`src/rtl/fmap_stream_tx.sv`:
```
// Streams a feature map out of a synchronous-read memory, channel fastest, then x, then y,
// on a valid/ready interface with coordinate tags, zero flag and last marker.
module fmap_stream_tx #(
   parameter int DATA_WIDTH         = 16,
   parameter int FEATURE_MAP_WIDTH  = 128,
   parameter int FEATURE_MAP_HEIGHT = 128,
   parameter int INPUT_NB_CHANNELS  = 2,
   parameter int ADDR_WIDTH         = 16,
   localparam int XW = (FEATURE_MAP_WIDTH  > 1) ? $clog2(FEATURE_MAP_WIDTH)  : 1,
   localparam int YW = (FEATURE_MAP_HEIGHT > 1) ? $clog2(FEATURE_MAP_HEIGHT) : 1,
   localparam int CW = (INPUT_NB_CHANNELS  > 1) ? $clog2(INPUT_NB_CHANNELS)  : 1
) (
   input  logic                  clk,
   input  logic                  rst_in,
   input  logic                  start,
   output logic                  running,
   output logic                  done,
   output logic                  mem_re,
   output logic [ADDR_WIDTH-1:0] mem_addr,
   input  logic [DATA_WIDTH-1:0] mem_rdata,
   output logic [DATA_WIDTH-1:0] data_out,
   output logic                  data_valid,
   input  logic                  data_ready,
   output logic                  zero_flag,
   output logic                  last,
   output logic [XW-1:0]         out_x,
   output logic [YW-1:0]         out_y,
   output logic [CW-1:0]         out_ch
);

   localparam longint TOTAL = longint'(FEATURE_MAP_WIDTH) * longint'(FEATURE_MAP_HEIGHT)
                              * longint'(INPUT_NB_CHANNELS);

   generate
      if (TOTAL > (longint'(1) << ADDR_WIDTH)) begin : g_size_check
         $error("fmap_stream_tx: feature map does not fit in ADDR_WIDTH address bits");
      end
   endgenerate

   localparam logic [ADDR_WIDTH-1:0] LAST_ADDR = ADDR_WIDTH'(TOTAL - 1);
   localparam logic [XW-1:0]         X_MAX     = XW'(FEATURE_MAP_WIDTH - 1);
   localparam logic [YW-1:0]         Y_MAX     = YW'(FEATURE_MAP_HEIGHT - 1);
   localparam logic [CW-1:0]         C_MAX     = CW'(INPUT_NB_CHANNELS - 1);

   typedef enum logic [1:0] {S_IDLE, S_ISSUE, S_DRAIN} state_t;

   typedef struct packed {
      logic [DATA_WIDTH-1:0] data;
      logic [XW-1:0]         x;
      logic [YW-1:0]         y;
      logic [CW-1:0]         ch;
      logic                  last;
      logic                  zero;
   } entry_t;

   state_t                state_q, state_d;
   logic [ADDR_WIDTH-1:0] addr_q, addr_d;
   logic [XW-1:0]         x_q, x_d;
   logic [YW-1:0]         y_q, y_d;
   logic [CW-1:0]         ch_q, ch_d;
   logic                  in_flight_q, in_flight_d;
   entry_t                flight_q, flight_d;
   entry_t                head_q, head_d;
   entry_t                tail_q, tail_d;
   logic [1:0]            count_q, count_d;
   logic                  done_q, done_d;

   logic   issue;
   logic   pop;
   entry_t push_e;

   always_comb begin
      pop    = (count_q != 2'd0) && data_ready;
      // Outstanding words (queued + in flight) minus this cycle's pop must leave room for one more.
      issue  = (state_q == S_ISSUE) &&
               ((3'(count_q) + 3'(in_flight_q)) < (3'd2 + 3'(pop)));
      push_e      = flight_q;
      push_e.data = mem_rdata;
      push_e.zero = (mem_rdata == '0);

      state_d     = state_q;
      addr_d      = addr_q;
      x_d         = x_q;
      y_d         = y_q;
      ch_d        = ch_q;
      flight_d    = flight_q;
      in_flight_d = issue;
      done_d      = 1'b0;

      case (state_q)
         S_IDLE: begin
            if (start) begin
               state_d = S_ISSUE;
               addr_d  = '0;
               x_d     = '0;
               y_d     = '0;
               ch_d    = '0;
            end
         end
         S_ISSUE: begin
            if (issue) begin
               flight_d = '{data: '0, x: x_q, y: y_q, ch: ch_q,
                            last: (addr_q == LAST_ADDR), zero: 1'b0};
               addr_d   = addr_q + 1'b1;
               if (ch_q == C_MAX) begin
                  ch_d = '0;
                  if (x_q == X_MAX) begin
                     x_d = '0;
                     y_d = (y_q == Y_MAX) ? '0 : y_q + 1'b1;
                  end else begin
                     x_d = x_q + 1'b1;
                  end
               end else begin
                  ch_d = ch_q + 1'b1;
               end
               if (addr_q == LAST_ADDR) state_d = S_DRAIN;
            end
         end
         S_DRAIN: begin
            if (pop && head_q.last) begin
               state_d = S_IDLE;
               done_d  = 1'b1;
            end
         end
         default: state_d = S_IDLE;
      endcase
   end

   // Two-entry FIFO: head is the output register, tail only fills while the head is stalled.
   always_comb begin
      head_d  = head_q;
      tail_d  = tail_q;
      count_d = count_q;
      case ({in_flight_q, pop})
         2'b10: begin
            if (count_q == 2'd0) head_d = push_e;
            else                 tail_d = push_e;
            count_d = count_q + 2'd1;
         end
         2'b01: begin
            head_d  = tail_q;
            count_d = count_q - 2'd1;
         end
         2'b11: begin
            if (count_q == 2'd1) begin
               head_d = push_e;
            end else begin
               head_d = tail_q;
               tail_d = push_e;
            end
         end
         default: ;
      endcase
   end

   always_ff @(posedge clk) begin
      if (rst_in) begin
         state_q     <= S_IDLE;
         addr_q      <= '0;
         x_q         <= '0;
         y_q         <= '0;
         ch_q        <= '0;
         in_flight_q <= 1'b0;
         flight_q    <= '0;
         head_q      <= '0;
         tail_q      <= '0;
         count_q     <= 2'd0;
         done_q      <= 1'b0;
      end else begin
         state_q     <= state_d;
         addr_q      <= addr_d;
         x_q         <= x_d;
         y_q         <= y_d;
         ch_q        <= ch_d;
         in_flight_q <= in_flight_d;
         flight_q    <= flight_d;
         head_q      <= head_d;
         tail_q      <= tail_d;
         count_q     <= count_d;
         done_q      <= done_d;
      end
   end

   assign running    = (state_q != S_IDLE);
   assign done       = done_q;
   assign mem_re     = issue;
   assign mem_addr   = addr_q;
   assign data_valid = (count_q != 2'd0);
   assign data_out   = head_q.data;
   assign zero_flag  = head_q.zero && data_valid;
   assign last       = head_q.last && data_valid;
   assign out_x      = head_q.x;
   assign out_y      = head_q.y;
   assign out_ch     = head_q.ch;

endmodule
```
`config.mk`:
```
export PLATFORM = sky130hd
export DESIGN_NAME = fmap_stream_tx
export DESIGN_NICKNAME = d
export VERILOG_FILES = /design/src/rtl/fmap_stream_tx.sv
export SDC_FILE = /design/constraint.sdc
export NUM_CORES = 1
export LEC_CHECK = 0
export CORE_MARGIN = 10
export CORE_UTILIZATION = 55
export DETAILED_ROUTE_END_ITERATION = 10
export GPL_ROUTABILITY_DRIVEN = 1
export PLACE_DENSITY = 0.82
export SYNTH_ARGS = -nofsm -noshare
export SYNTH_HDL_FRONTEND = slang
export SYNTH_SLANG_ARGS = --single-unit
```
`constraint.sdc`:
```
create_clock -name clk -period 3.42 [get_ports clk]
set_input_delay 1.026 -clock clk [delete_from_list [all_inputs] [get_ports clk]]
set_output_delay 1.026 -clock clk [all_outputs]
set_load 0.05 [all_outputs]
```
# Word-level counts from Yosys, hierarchy flattened
# Cells that the tools add are included.
dict set report totals {
  ff_bits 119
  latchBits 0
  ram_bits 0
  mem_bits_ro 0
  in_bits 20
  out_inout_bits 53
  elab_cells 104
  mem_count 0
}
dict set report classes {
  n_addsub 8
  mul 0
  div 0
  n_lt_le_gt_ge 1
  n_eq_ne 18
  n_shift 0
  muxes 30
  bitwise_logic 1
  reduce_logical 22
}
# cell n
set op_table {}
lappend op_table {{33-bit 2-to-1 mux} 4}
lappend op_table {{33-bit one-hot mux with 3 select lines} 1}
lappend op_table {{33-bit one-hot mux with 2 select lines} 1}
lappend op_table {{7-bit 2-to-1 mux} 8}
lappend op_table {{16-bit 2-to-1 mux} 2}
lappend op_table {{16-bit one-hot mux with 2 select lines} 1}
lappend op_table {{7-bit one-hot mux with 2 select lines} 2}
lappend op_table {{16-bit by 1-bit adder with 16-bit output, second input constant} 1}
lappend op_table {{16-bit by 15-bit equality test with 1-bit output, second input constant} 1}
lappend op_table {{16-bit logical NOT} 1}
lappend op_table {{7-bit by 1-bit adder with 7-bit output, second input constant} 2}
lappend op_table {{7-bit equality test, second input constant} 2}
lappend op_table {{2-bit inequality test, second input constant} 7}
lappend op_table {{2-bit nonzero test} 5}
lappend op_table {{2-bit 2-to-1 mux} 4}
lappend op_table {{4-bit AND reduction} 2}
lappend op_table {{2-bit by 1-bit equality test with 1-bit output, second input constant} 3}
lappend op_table {{2-bit equality test, second input constant} 3}
lappend op_table {{2-bit one-hot mux with 3 select lines} 1}
lappend op_table {{3-bit AND reduction} 2}
lappend op_table {{1-bit logical AND} 5}
lappend op_table {{5-bit AND reduction} 1}
lappend op_table {{2-bit logical NOT} 2}
lappend op_table {{1-bit 2-to-1 mux} 4}
lappend op_table {{13 further kinds} 15}

# Depth between registers and ports, before layout
# Gate-level depths: netlist of the first run.
dict set report depth {
  depth_word 7
  depth_mapped 10
  depth_no_buf 9
}

# Worst setup path after synthesis of the first run
# OpenSTA, ideal clock, no wires.
dict set report synth_timing {
  kind {input-to-output}
  startpoint {input port data_ready}
  endpoint {output port mem_re}
  arrival_time_ns 2.112
  path_slack_ns 0.282
  cell_stages 3
  path_buffers 1
  cell_sequence {or3b_4 -> a211oi_4 -> buf_6}
}
dict set report synth_between {
  elab_chain_cells 4
}
# item line_no
set synth_lines {}
lappend synth_lines {{start: declaration} 23} ;# input logic data_ready,
lappend synth_lines {{1-bit logical AND} 73} ;# pop = (count_q != 2'd0) && data_ready;
lappend synth_lines {{2-bit by 1-bit adder with 3-bit output} 76} ;# ((3'(count_q) + 3'(in_flight_q)) < (3'd2 + 3'(pop)));
lappend synth_lines {{3-bit less-than comparator} 76}
lappend synth_lines {{1-bit logical AND} 75} ;# issue = (state_q == S_ISSUE) &&
lappend synth_lines {{end: declaration} 18} ;# output logic mem_re,
# Every way passes these cells.

# Worst setup path after layout of the first run
dict set report layout_timing {
  startpoint {register count_q[0]}
  endpoint {output port zero_flag}
}
dict set report layout_between {
  elab_chain_cells 2
}
# item line_no
set layout_lines {}
lappend layout_lines {{start: declaration} 65} ;# logic [1:0] count_q, count_d;
lappend layout_lines {{start signal: assignment} 179} ;# count_q <= count_d;
lappend layout_lines {{2-bit nonzero test} 188} ;# assign data_valid = (count_q != 2'd0);
lappend layout_lines {{1-bit logical AND} 190} ;# assign zero_flag = head_q.zero && data_valid;
lappend layout_lines {{end: declaration} 24} ;# output logic zero_flag,
# Every way passes these cells.

==> results of run 1 <==
==> flip-flops by register name (all words and copies together), names as in the netlist, 2 cells and up <==
| name | cells |
|---|---|
| data_out | 16 |
| tail_q | 33 |
| x_q | 7 |
| count_q | 2 |
| out_y | 7 |
| mem_addr | 16 |
| flight_q | 16 |
| out_x | 7 |
| y_q | 7 |
| head_q | 2 |
| state_q | 2 |
==> cells in the mapped netlist, types with 4 or more instances <==
cell | n | share of area, %
a211oi_1 | 38 | 5.3
or4_1 | 10 | 1.4
clkbuf_1 | 29 | 2.0
ha_1 | 10 | 2.3
buf_4 | 31 | 4.3
inv_1 | 15 | 1.0
nor2_1 | 58 | 4.0
a22oi_1 | 33 | 4.6
buf_1 | 4 | 0.28
nand4_1 | 7 | 0.81
and3_1 | 7 | 0.81
o31ai_1 | 12 | 1.7
o21ai_0 | 4 | 0.37
nand3_1 | 14 | 1.3
o21a_1 | 5 | 0.69
a21oi_1 | 53 | 4.9
dfxtp_1 | 119 | 44
and2b_1 | 4 | 0.55
nand2b_1 | 6 | 0.69
or3_1 | 5 | 0.58
nor4_1 | 8 | 0.92
mux2i_1 | 20 | 3.7
nand2_1 | 81 | 5.6
==> critical path, cell delays in order, from the launching register on <==
cell and delay, ps:
dfxtp_1 400, inv_1 60, ha_1 290, and2b_1 250, clkdlybuf4s50_1 810
==> how the worst min path moves through the flow <==
| stage | startpoint | end | cells past startpoint |
|---|---|---|---|
| floorplan | tail_q[10] | tail_q[10] | 2 |
| global placement | tail_q[32] | tail_q[32] | 2 |
| detailed placement | tail_q[13] | tail_q[13] | 2 |
| CTS | tail_q[13] | tail_q[13] | 2 |
| global route | tail_q[12] | tail_q[12] | 2 |
| finish | tail_q[9] | tail_q[9] | 2 |
==> report_power, final <==
part           leakage (nW)  total, mW  internal (mW)  switching [mW]
clock network         0.243       1.53          0.887           0.645
registers             0.965       1.71           1.58           0.122
logic                  1.00       1.84          0.615            1.23
total                  2.21       5.08           3.09            1.99
==> layer usage <==
layer / global-route usage (%) / routed length, um / vias up / share of wire (%)
li1: - / - / 2289 / -
met1: 21.8 / 5540 / 2198 / 43
met2: 29.7 / 6420 / 124 / 50
met3: 5.20 / 688 / 21 / 5.3
met4: 8.75 / 233 / 0 / 1.8
met5: 0 / 0 / - / 0
==> cell families (layout without fill, tap and decap cells) <==
group                    after synthesis  after routing
AND/OR/NAND/NOR                      219            219
AO/OA/AOI/OAI                        168            168
flip-flops                           119            119
buffers and inverters                 85            127
multiplexers                          20             20
adder cells (fa/ha/maj)               10             10
XOR/XNOR                               2              2
==> stage by stage <==
stage / power [mW] / hold slack, ps / utilization (%) / instance area [um2] / setup TNS (ps)
floorplan: 3.21 / 436 / - / 5430 / 0
global placement: 3.54 / 441 / 62.1 / 6010 / -2.03
detailed placement: 3.57 / 447 / 62.1 / 6010 / -9.15
CTS: 5.11 / 455 / 67.4 / 6530 / 0
global route: 5.33 / 471 / 67.5 / 6530 / 0
finish: 5.08 / 453 / 67.5 / 6530 / 0
==> what timing repair did <==
item / CTS / global route
pin swaps: 1 / 1
gates resized for setup: 0 / 1
setup endpoints to repair: 1 / 1
==> final cells by class <==
class | count | area [um2] | area share (%)
multi-input cells | 419 | 2580 | 39.6
flip-flops and latches | 119 | 2380 | 36.5
repair buffers | 81 | 823 | 12.6
clock buffers | 17 | 414 | 6.34
well taps | 133 | 166 | 2.55
clock inverters | 14 | 105 | 1.61
inverters | 15 | 56.3 | 0.862
==> qor.csv, run 1 <==
stage,metric,value,unit
logic_synthesis,synth_top_family_by_area,compound AO/OA/AOI/OAI gates,
clock_tree,cts_hold_buf,0,
sta,rsz0062_at_grt,false,
clock_tree,clkTransAtPathRegs,60,ps
status,status,completed,
floorplanning,design.core.area,9680,um2
pwr,vdd_drop_max,0.000485,V
critical_path,endpoint_kind,output pin,
floorplanning,io_pins,73,
detailed_routing,drc,0,
sta,finalHoldViolCount,0,
sta,max_freq,299,MHz
clock_tree,clockRootBuffer,clkbuf_8,
clock_tree,cts_tree,yes,
sta,fin_skew,11.5,ps
sta,setup_viol,0,
clock_tree,post_cts_buffers,0,
pwr,p_leak,2.21,nW
finish,final_cell_mix,"dfxtp_1 (119), nand2_1 (81), clkdlybuf4s50_1 (69)",
critical_path,cp-startpoint,count_q[0],
placement,dp_hpwl,8570,um
logic_synthesis,syn_nets,653,
grt,grt_pass1_vias,4475,
floorplanning,die_h,119,um
finish,n_antenna_cell,0,
sta,tightest_slew,649,ps
logic_synthesis,synthSimpleGateAreaFrac,19.8,%
grt,grt_max_degree,64,
hold_path,hp-class,reg2reg,
sta,max-slew-margin-rel,56.7,%
critical_path,r2r_slack,940,ps
finish,syn_to_final_growth,20.3,%
critical_path,arrival,2320,ps
sta,fin_ws,77.6,ps
critical_path,r2r_start,count_q[0],
critical_path,critPathKind,reg2out,
finish,fin_cells,798,
logic_synthesis,ys_ff_latch,119,
clock_tree,clockBufferDepth,2,
logic_synthesis,synth_cell_types,53,
floorplanning,row_count,36,
critical_path,crit_path_max_fanout,8,
detailed_routing,via_per_inst,5.80,
logic_synthesis,synth-xor-area-share,0.323,%
grt,grt_pass1_wl,21900,um
logic_synthesis,postSynthAreaPerCell,8.72,um2
detailed_routing,wirelength,12900,um
floorplanning,start_util,56.1,%
logic_synthesis,synthCells,623,
logic_synthesis,yosys_most_used_dff,dfxtp_1,
floorplanning,dieArea,14200,um2
detailed_routing,drtAntennaViolNets,0,
critical_path,r2r_cells,10,
sta,fin_crit_sh,97.7,%
clock_tree,clock-sinks,119,
finish,layout.nets,683,
detailed_routing,wire_per_inst,16.2,um
placement,placed_cells,767,
detailed_routing,drtIter0Drc,344,
critical_path,cp-endpoint,zero_flag,
clock_tree,htreeDepth,4,
logic_synthesis,synth-compound-area-share,21.3,%
placement,numPortBuffers,72,
critical_path,cp-start-kind,register,
logic_synthesis,synth_edf_count,0,
clock_tree,clock_latency,520,ps
grt,grt_overflow,0,
logic_synthesis,ys_seq_area_share,43.9,%
detailed_routing,num_vias,4632,
finish,nFillCells,752,
grt,track_usage,18.2,%
logic_synthesis,syn-cell-area,5430,um2
grt,antenna_found_initial,0,
flow_run,max_cap_viol_count,0,
logic_synthesis,async_reset_ff_share,0,%
placement,place_congestion,0.901,
logic_synthesis,synth.mux.area_fraction,3.69,%
logic_synthesis,synthAdderAreaFrac,2.30,%
finish,layout-drive-gt1-share,7.82,%
critical_path,required,2390,ps
sta,finalCriticalPeriod,3340,ps
pwr,power.density,777,nW/um2
placement,pre_cts_ws,-9.15,ps
sta,final_max_slew_viol_count,0,
floorplanning,die_x,119,um
detailed_routing,drtPass1Iterations,5,
finish,final_common_cell,dfxtp_1,
clock_tree,numCtsBuffers,17,
logic_synthesis,synth_warnings,0,
critical_path,r2r-end,tail_q[32],
Power figures use the tool's default switching activity.
==> run 2, diff against run 1 <==
--- a/config.mk
+++ b/config.mk
@@ -6,10 +6,10 @@
 export NUM_CORES = 1
 export LEC_CHECK = 0
 export CORE_MARGIN = 10
-export CORE_UTILIZATION = 55
+export CORE_UTILIZATION = 59
 export DETAILED_ROUTE_END_ITERATION = 10
 export GPL_ROUTABILITY_DRIVEN = 1
-export PLACE_DENSITY = 0.82
+export PLACE_DENSITY = 0.87
 export SYNTH_ARGS = -nofsm -noshare
 export SYNTH_HDL_FRONTEND = slang
 export SYNTH_SLANG_ARGS = --single-unit
==> constraint.sdc (replaced) <==
create_clock -name clk -period 4 [get_ports clk]
set_input_delay 1.2 -clock clk [delete_from_list [all_inputs] [get_ports clk]]
set_output_delay 1.2 -clock clk [all_outputs]
set_load 0.05 [all_outputs]
==> run 2 against run 1 <==
Cell area about the same. First-iteration DRC count up 9.6%. Combinational power decreased by 15%. Global-route usage up 2.2 points. Non-clock buffer count rose by 1. Wire length up 6.2%. Worst setup slack improved by 43 ps. Largest cell class unchanged. Flip-flop and latch count unchanged. Clock skew down 3.9 ps. Utilization rose by 6.3 points. Critical path type is now in2out.
==> qor.csv, run 2 (synthesis results as in run 1) <==
stage,metric,value,unit,change
floorplanning,start_util,61.4,%,was 56.1%
pwr,p_sw_share,38.5,%,was 39.2%
pwr,p_clk_share,32.4,%,was 30.2%
critical_path,required,2800,ps,was 2390 ps
sta,finalCriticalPeriod,3880,ps,
clock_tree,numCtsBuffers,17,,unchanged
finish,final_common_cell,dfxtp_1,,unchanged
clock_tree,clockRootBuffer,clkbuf_8,,unchanged
sta,rsz0062_at_grt,false,,unchanged
critical_path,cp-start-kind,input port,,was register
placement,dp_hpwl,8760,um,was 8570 um
critical_path,endpoint_kind,output pin,,unchanged
pwr,p_int,2.75,mW,was 3.09 mW
critical_path,r2r_slack,1010,ps,was 940 ps
detailed_routing,drtAntennaViolNets,0,,unchanged
clock_tree,cts_tree,yes,,unchanged
critical_path,r2r_cells,8,,was 10
detailed_routing,drtPass1Iterations,6,,was 5
placement,place_congestion,0.834,,was 0.901
finish,n_antenna_cell,0,,unchanged
clock_tree,clockBufferDepth,2,,unchanged
sta,setup_tns,0,ps,unchanged
clock_tree,post_cts_buffers,0,,unchanged
finish,final_cell_mix,"dfxtp_1 (119), nand2_1 (81), clkdlybuf4s50_1 (70)",,"was dfxtp_1 (119), nand2_1 (81), clkdlybuf4s50_1 (69)"
pwr,p_comb_share,35.0,%,was 36.2%
hold_path,hold_depth,2,,unchanged
finish,nFillCells,635,,was 752
pwr,p_leak,2.23,nW,was 2.21 nW
clock_tree,cts_hold_buf,0,,unchanged
finish,layout.nets,684,,was 683
grt,antenna_found_initial,0,,unchanged
detailed_routing,via_per_inst,6.18,,was 5.80
placement,numPortBuffers,72,,unchanged
floorplanning,io_pins,73,,unchanged
finish,largest_register_ffs,33,,unchanged
hold_path,hp-class,reg2reg,,unchanged
flow_run,max_cap_viol_count,0,,unchanged
sta,max_freq,258,MHz,
floorplanning,die_h,116,um,was 119 um
pwr,p_sw,1.72,mW,was 1.99 mW
clock_tree,clock-sinks,119,,unchanged
detailed_routing,drc,0,,unchanged
finish,layout-drive-gt1-share,8.10,%,was 7.82%
sta,fin_crit_sh,97.0,%,
pwr,vdd_drop_max,0.000305,V,was 0.000485 V
grt,grt_pass1_wl,22300,um,was 21900 um
pwr,p_seq_share,32.6,%,was 33.6%
finish,top_register,tail_q,,unchanged
sta,final_max_slew_viol_count,0,,unchanged
critical_path,crit_path_max_fanout,3,,was 8
grt,grt_max_degree,49,,was 64
finish,multi_input_area,2580,um2,unchanged
finish,syn_to_final_growth,20.2,%,was 20.3%
sta,tightest_slew,1010,ps,was 649 ps
sta,fin_ws,121,ps,was 77.6 ps
grt,grt_pass1_vias,4549,,was 4475
sta,fin_skew,7.60,ps,was 11.5 ps
clock_tree,htreeDepth,4,,unchanged
detailed_routing,wire_per_inst,17.7,um,was 16.2 um
clock_tree,clock_latency,510,ps,was 520 ps
floorplanning,design.core.area,8850,um2,was 9680 um2
sta,finalHoldViolCount,0,,unchanged
grt,grt_overflow,0,,unchanged
placement,pre_cts_ws,171,ps,was -9.15 ps
clock_tree,clkTransAtPathRegs,60,ps,about the same
floorplanning,die_x,116,um,was 119 um
detailed_routing,drtIter0Drc,377,,was 344
sta,setup_viol,0,,unchanged
floorplanning,dieArea,13400,um2,was 14200 um2
pwr,power.density,684,nW/um2,was 777 nW/um2
detailed_routing,wirelength,13700,um,was 12900 um
critical_path,arrival,2680,ps,was 2320 ps
critical_path,critPathKind,in2out,,was reg2out
grt,track_usage,20.5,%,was 18.2%
sta,max-slew-margin-rel,32.9,%,was 56.7%
detailed_routing,num_vias,4786,,was 4632
clock_tree,ctsResizeCount,0,,unchanged
floorplanning,row_count,34,,was 36
status,status,completed,,unchanged
finish,regArea,2380,um2,unchanged
run 2: area by class of cell:
cell class / count / share of cell area (%)
repair buffers: 82 / 12.3
clock inverters: 15 / 2.36
well taps: 108 / 2.07
inverters: 15 / 0.863
clock buffers: 17 / 6.34
multi-input cells: 419 / 39.6
flip-flops and latches: 119 / 36.5
run 2: worst paths after layout:
check,end,from
max,mem_re,data_ready
min,tail_q[4],tail_q[4]
max reg2reg,data_out[14],count_q[1]
min reg2reg,tail_q[4],tail_q[4]
run 2: per-stage QoR:
stage	std cells	hold slack, ps	area (um2)	total power, mW	util, %
CTS	775	454	6530	4.49	73.8
detailed placement	743	446	5960	3.03	67.4
global route	775	476	6530	4.66	73.8
finish	775	457	6530	4.47	73.8
floorplan	623	436	5430	2.74	-
global placement	743	441	5960	2.99	67.4
run 2: critical path: stages:
cell and delay, ps:
clkdlybuf4s50_1 500, or3b_4 410, a211oi_4 370, buf_12 180
run 2: power by group through the flow:
stage                     logic (mW)  registers [mW]  clock network (mW)
after floorplan                 1.27            1.47                   0
after global placement          1.52            1.47                   0
after detailed placement        1.55            1.48                   0
after CTS                       1.57            1.46                1.46
after global routing            1.67            1.47                1.52
final                           1.56            1.45                1.45
run 2: routing by layer:
metal / share of wire, % / vias to the layer above / track usage (%)
met5: 0 / - / 0
met4: 2.1 / 0 / 6.42
met3: 8.0 / 38 / 7.29
met2: 50 / 213 / 35.0
met1: 40 / 2236 / 23.5
li1: - / 2299 / -
==> run 3, diff against run 2 <==
--- a/config.mk
+++ b/config.mk
@@ -5,10 +5,11 @@
 export SDC_FILE = /design/constraint.sdc
 export NUM_CORES = 1
 export LEC_CHECK = 0
-export CORE_MARGIN = 10
+export CORE_MARGIN = 2
 export CORE_UTILIZATION = 59
 export DETAILED_ROUTE_END_ITERATION = 10
 export GPL_ROUTABILITY_DRIVEN = 1
+export GPL_TIMING_DRIVEN = 1
 export PLACE_DENSITY = 0.87
 export SYNTH_ARGS = -nofsm -noshare
 export SYNTH_HDL_FRONTEND = slang
==> run 3 against run 2 <==
First-iteration DRC count increased by 7.7%. Non-clock buffer count is 2 lower. Critical path depth did not move. Final cell count increased by 0.13%. Sequential share of layout area fell by 0.63 points. Die area fell by 26%. Worst setup slack gained 65 ps. Wire length is 4.8% lower. Clock skew is 2.3 ps higher. Global-route usage grew 6.5 points. Combinational power is essentially flat. Sequential power barely moved.
==> qor.csv, run 3 (synthesis results as in run 1) <==
stage,metric,value,unit,change
detailed_routing,via_per_inst,6.16,,was 6.18
sta,final_max_slew_viol_count,0,,unchanged
pwr,p_sw_share,35.0,%,was 38.5%
finish,final_area,6640,um2,was 6530 um2
clock_tree,ctsResizeCount,0,,unchanged
placement,numPortBuffers,72,,unchanged
sta,setup_tns,0,ps,unchanged
detailed_routing,num_vias,4784,,was 4786
critical_path,crit_path_max_fanout,3,,unchanged
finish,largest_register_ffs,33,,unchanged
clock_tree,cts_hold_buf,0,,unchanged
grt,grt_pass1_vias,4587,,was 4549
detailed_routing,wirelength,13000,um,was 13700 um
detailed_routing,drtAntennaViolNets,0,,unchanged
pwr,power.density,715,nW/um2,was 684 nW/um2
detailed_routing,drc,0,,unchanged
finish,final_cell_mix,"dfxtp_1 (119), nand2_1 (81), clkdlybuf4s50_1 (70)",,unchanged
critical_path,arrival,2610,ps,was 2680 ps
finish,final_common_cell,dfxtp_1,,unchanged
grt,grt_overflow,0,,unchanged
grt,grt_max_degree,63,,was 49
pwr,p_leak,2.28,nW,was 2.23 nW
pwr,p_comb_share,32.8,%,was 35.0%
clock_tree,cts_tree,yes,,unchanged
sta,fin_hold_ws,452,ps,was 457 ps
grt,track_usage,27.0,%,was 20.5%
hold_path,hp-class,reg2reg,,unchanged
clock_tree,post_cts_buffers,0,,unchanged
sta,finalCriticalPeriod,3810,ps,was 3880 ps
sta,setup_viol,0,,unchanged
pwr,p_int,3.09,mW,was 2.75 mW
floorplanning,row_count,35,,was 34
sta,fin_ws,186,ps,was 121 ps
clock_tree,htreeDepth,4,,unchanged
finish,top_register,tail_q,,unchanged
pwr,p_sw,1.66,mW,was 1.72 mW
grt,antenna_found_initial,1,,was 0
floorplanning,io_pins,73,,unchanged
clock_tree,clkTransAtPathRegs,50,ps,was 60 ps
floorplanning,die_x,99.9,um,was 116 um
grt,grt_pass1_wl,21700,um,was 22300 um
placement,place_area,5960,um2,about the same
pwr,p_clk_share,36.4,%,was 32.4%
clock_tree,clock_latency,520,ps,was 510 ps
placement,pre_cts_ws,206,ps,was 171 ps
placement,place_congestion,0.891,,was 0.834
clock_tree,clock-sinks,119,,unchanged
clock_tree,numCtsBuffers,17,,unchanged
floorplanning,design.core.area,9060,um2,was 8850 um2
critical_path,required,2800,ps,about the same
sta,max-slew-margin-rel,45.7,%,was 32.9%
pwr,vdd_drop_max,0.000352,V,was 0.000305 V
floorplanning,start_util,59.9,%,was 61.4%
sta,fin_crit_sh,95.4,%,was 97.0%
floorplanning,die_h,99.9,um,was 116 um
clock_tree,clockRootBuffer,clkbuf_8,,unchanged
detailed_routing,wire_per_inst,16.8,um,was 17.7 um
pwr,finalPower,4.75,mW,was 4.47 mW
placement,dp_hpwl,7880,um,was 8760 um
sta,fin_skew,9.91,ps,was 7.60 ps
detailed_routing,drtIter0Drc,406,,was 377
sta,rsz0062_at_grt,false,,unchanged
floorplanning,dieArea,9990,um2,was 13400 um2
detailed_routing,drtPass1Iterations,5,,was 6
finish,layout-drive-gt1-share,7.38,%,was 8.10%
pwr,p_seq_share,30.8,%,was 32.6%
finish,syn_to_final_growth,22.3,%,was 20.2%
flow_run,max_cap_viol_count,0,,unchanged
critical_path,cp-start-kind,input port,,unchanged
clock_tree,clockBufferDepth,2,,unchanged
status,status,completed,,unchanged
critical_path,critPathKind,in2out,,unchanged
sta,max_freq,262,MHz,was 258 MHz
sta,tightest_slew,814,ps,was 1010 ps
critical_path,endpoint_kind,output pin,,unchanged
finish,layout.nets,682,,was 684
finish,nFillCells,620,,was 635
sta,finalHoldViolCount,0,,unchanged
## run 3: changes by cell type in the layout (fill, tap and decap cells not counted), moves of 2 or more
cell        before  now
buf_4           10    7
clkinvlp_4       4    1
clkinv_4         3    0
clkbuf_8         1    6
inv_6            2    0
clkbuf_1         0    2
clkinv_2         4    0
bufinv_16        2    6
## run 3: layout make-up
cell class	count	area, um2	share of cell area [%]
Sequential cell	119	2380	35.9
Clock inverter	7	188	2.83
Clock buffer	24	490	7.39
Antenna cell	1	2.50	0.0377
Multi-Input combinational cell	419	2580	38.9
Inverter	15	56.3	0.848
Tap cell	111	139	2.09
Timing Repair Buffer	80	798	12.0
## run 3: routing by layer
| layer | up-vias | GRT usage [%] | routed length, um |
|---|---|---|---|
| met5 | - | 0 | 0 |
| met4 | 0 | 10.2 | 257 |
| met3 | 32 | 5.99 | 808 |
| met2 | 217 | 46.4 | 6470 |
| met1 | 2249 | 33.2 | 5500 |
| li1 | 2286 | - | - |
## run 3: worst paths after layout
| kind | start | end | slack (ps) | depth (start not counted) |
|---|---|---|---|---|
| hold / removal | tail_q[6] | tail_q[6] | 450 | 2 |
| setup / recovery | data_ready | mem_re | 190 | 4 |
| setup reg to reg | in_flight_q | mem_addr[13] | 1450 | 7 |
| hold reg to reg | tail_q[6] | tail_q[6] | 450 | 2 |
## run 3: metrics by stage
step	utilization, %	std cells
final	73.3	776
after global routing	73.2	775
after CTS	73.2	775
after detailed placement	65.8	744
after global placement	65.8	744
after floorplan	-	623
## run 3: critical path, cell delays in order
cell and delay (ps):
clkdlybuf4s50_1 510, or3b_4 420, a211oi_4 310, buf_12 180
## run 3: power groups by stage
| stage | Clock, mW | Combinational, mW | Sequential (mW) |
|---|---|---|---|
| 6_report | 1.73 | 1.56 | 1.46 |
| 5_1_grt | 1.80 | 1.65 | 1.48 |
| 4_1_cts | 1.74 | 1.56 | 1.46 |
| 3_5_place_dp | 0 | 1.55 | 1.49 |
| 3_3_place_gp | 0 | 1.52 | 1.48 |
| 2_1_floorplan | 0 | 1.27 | 1.47 |
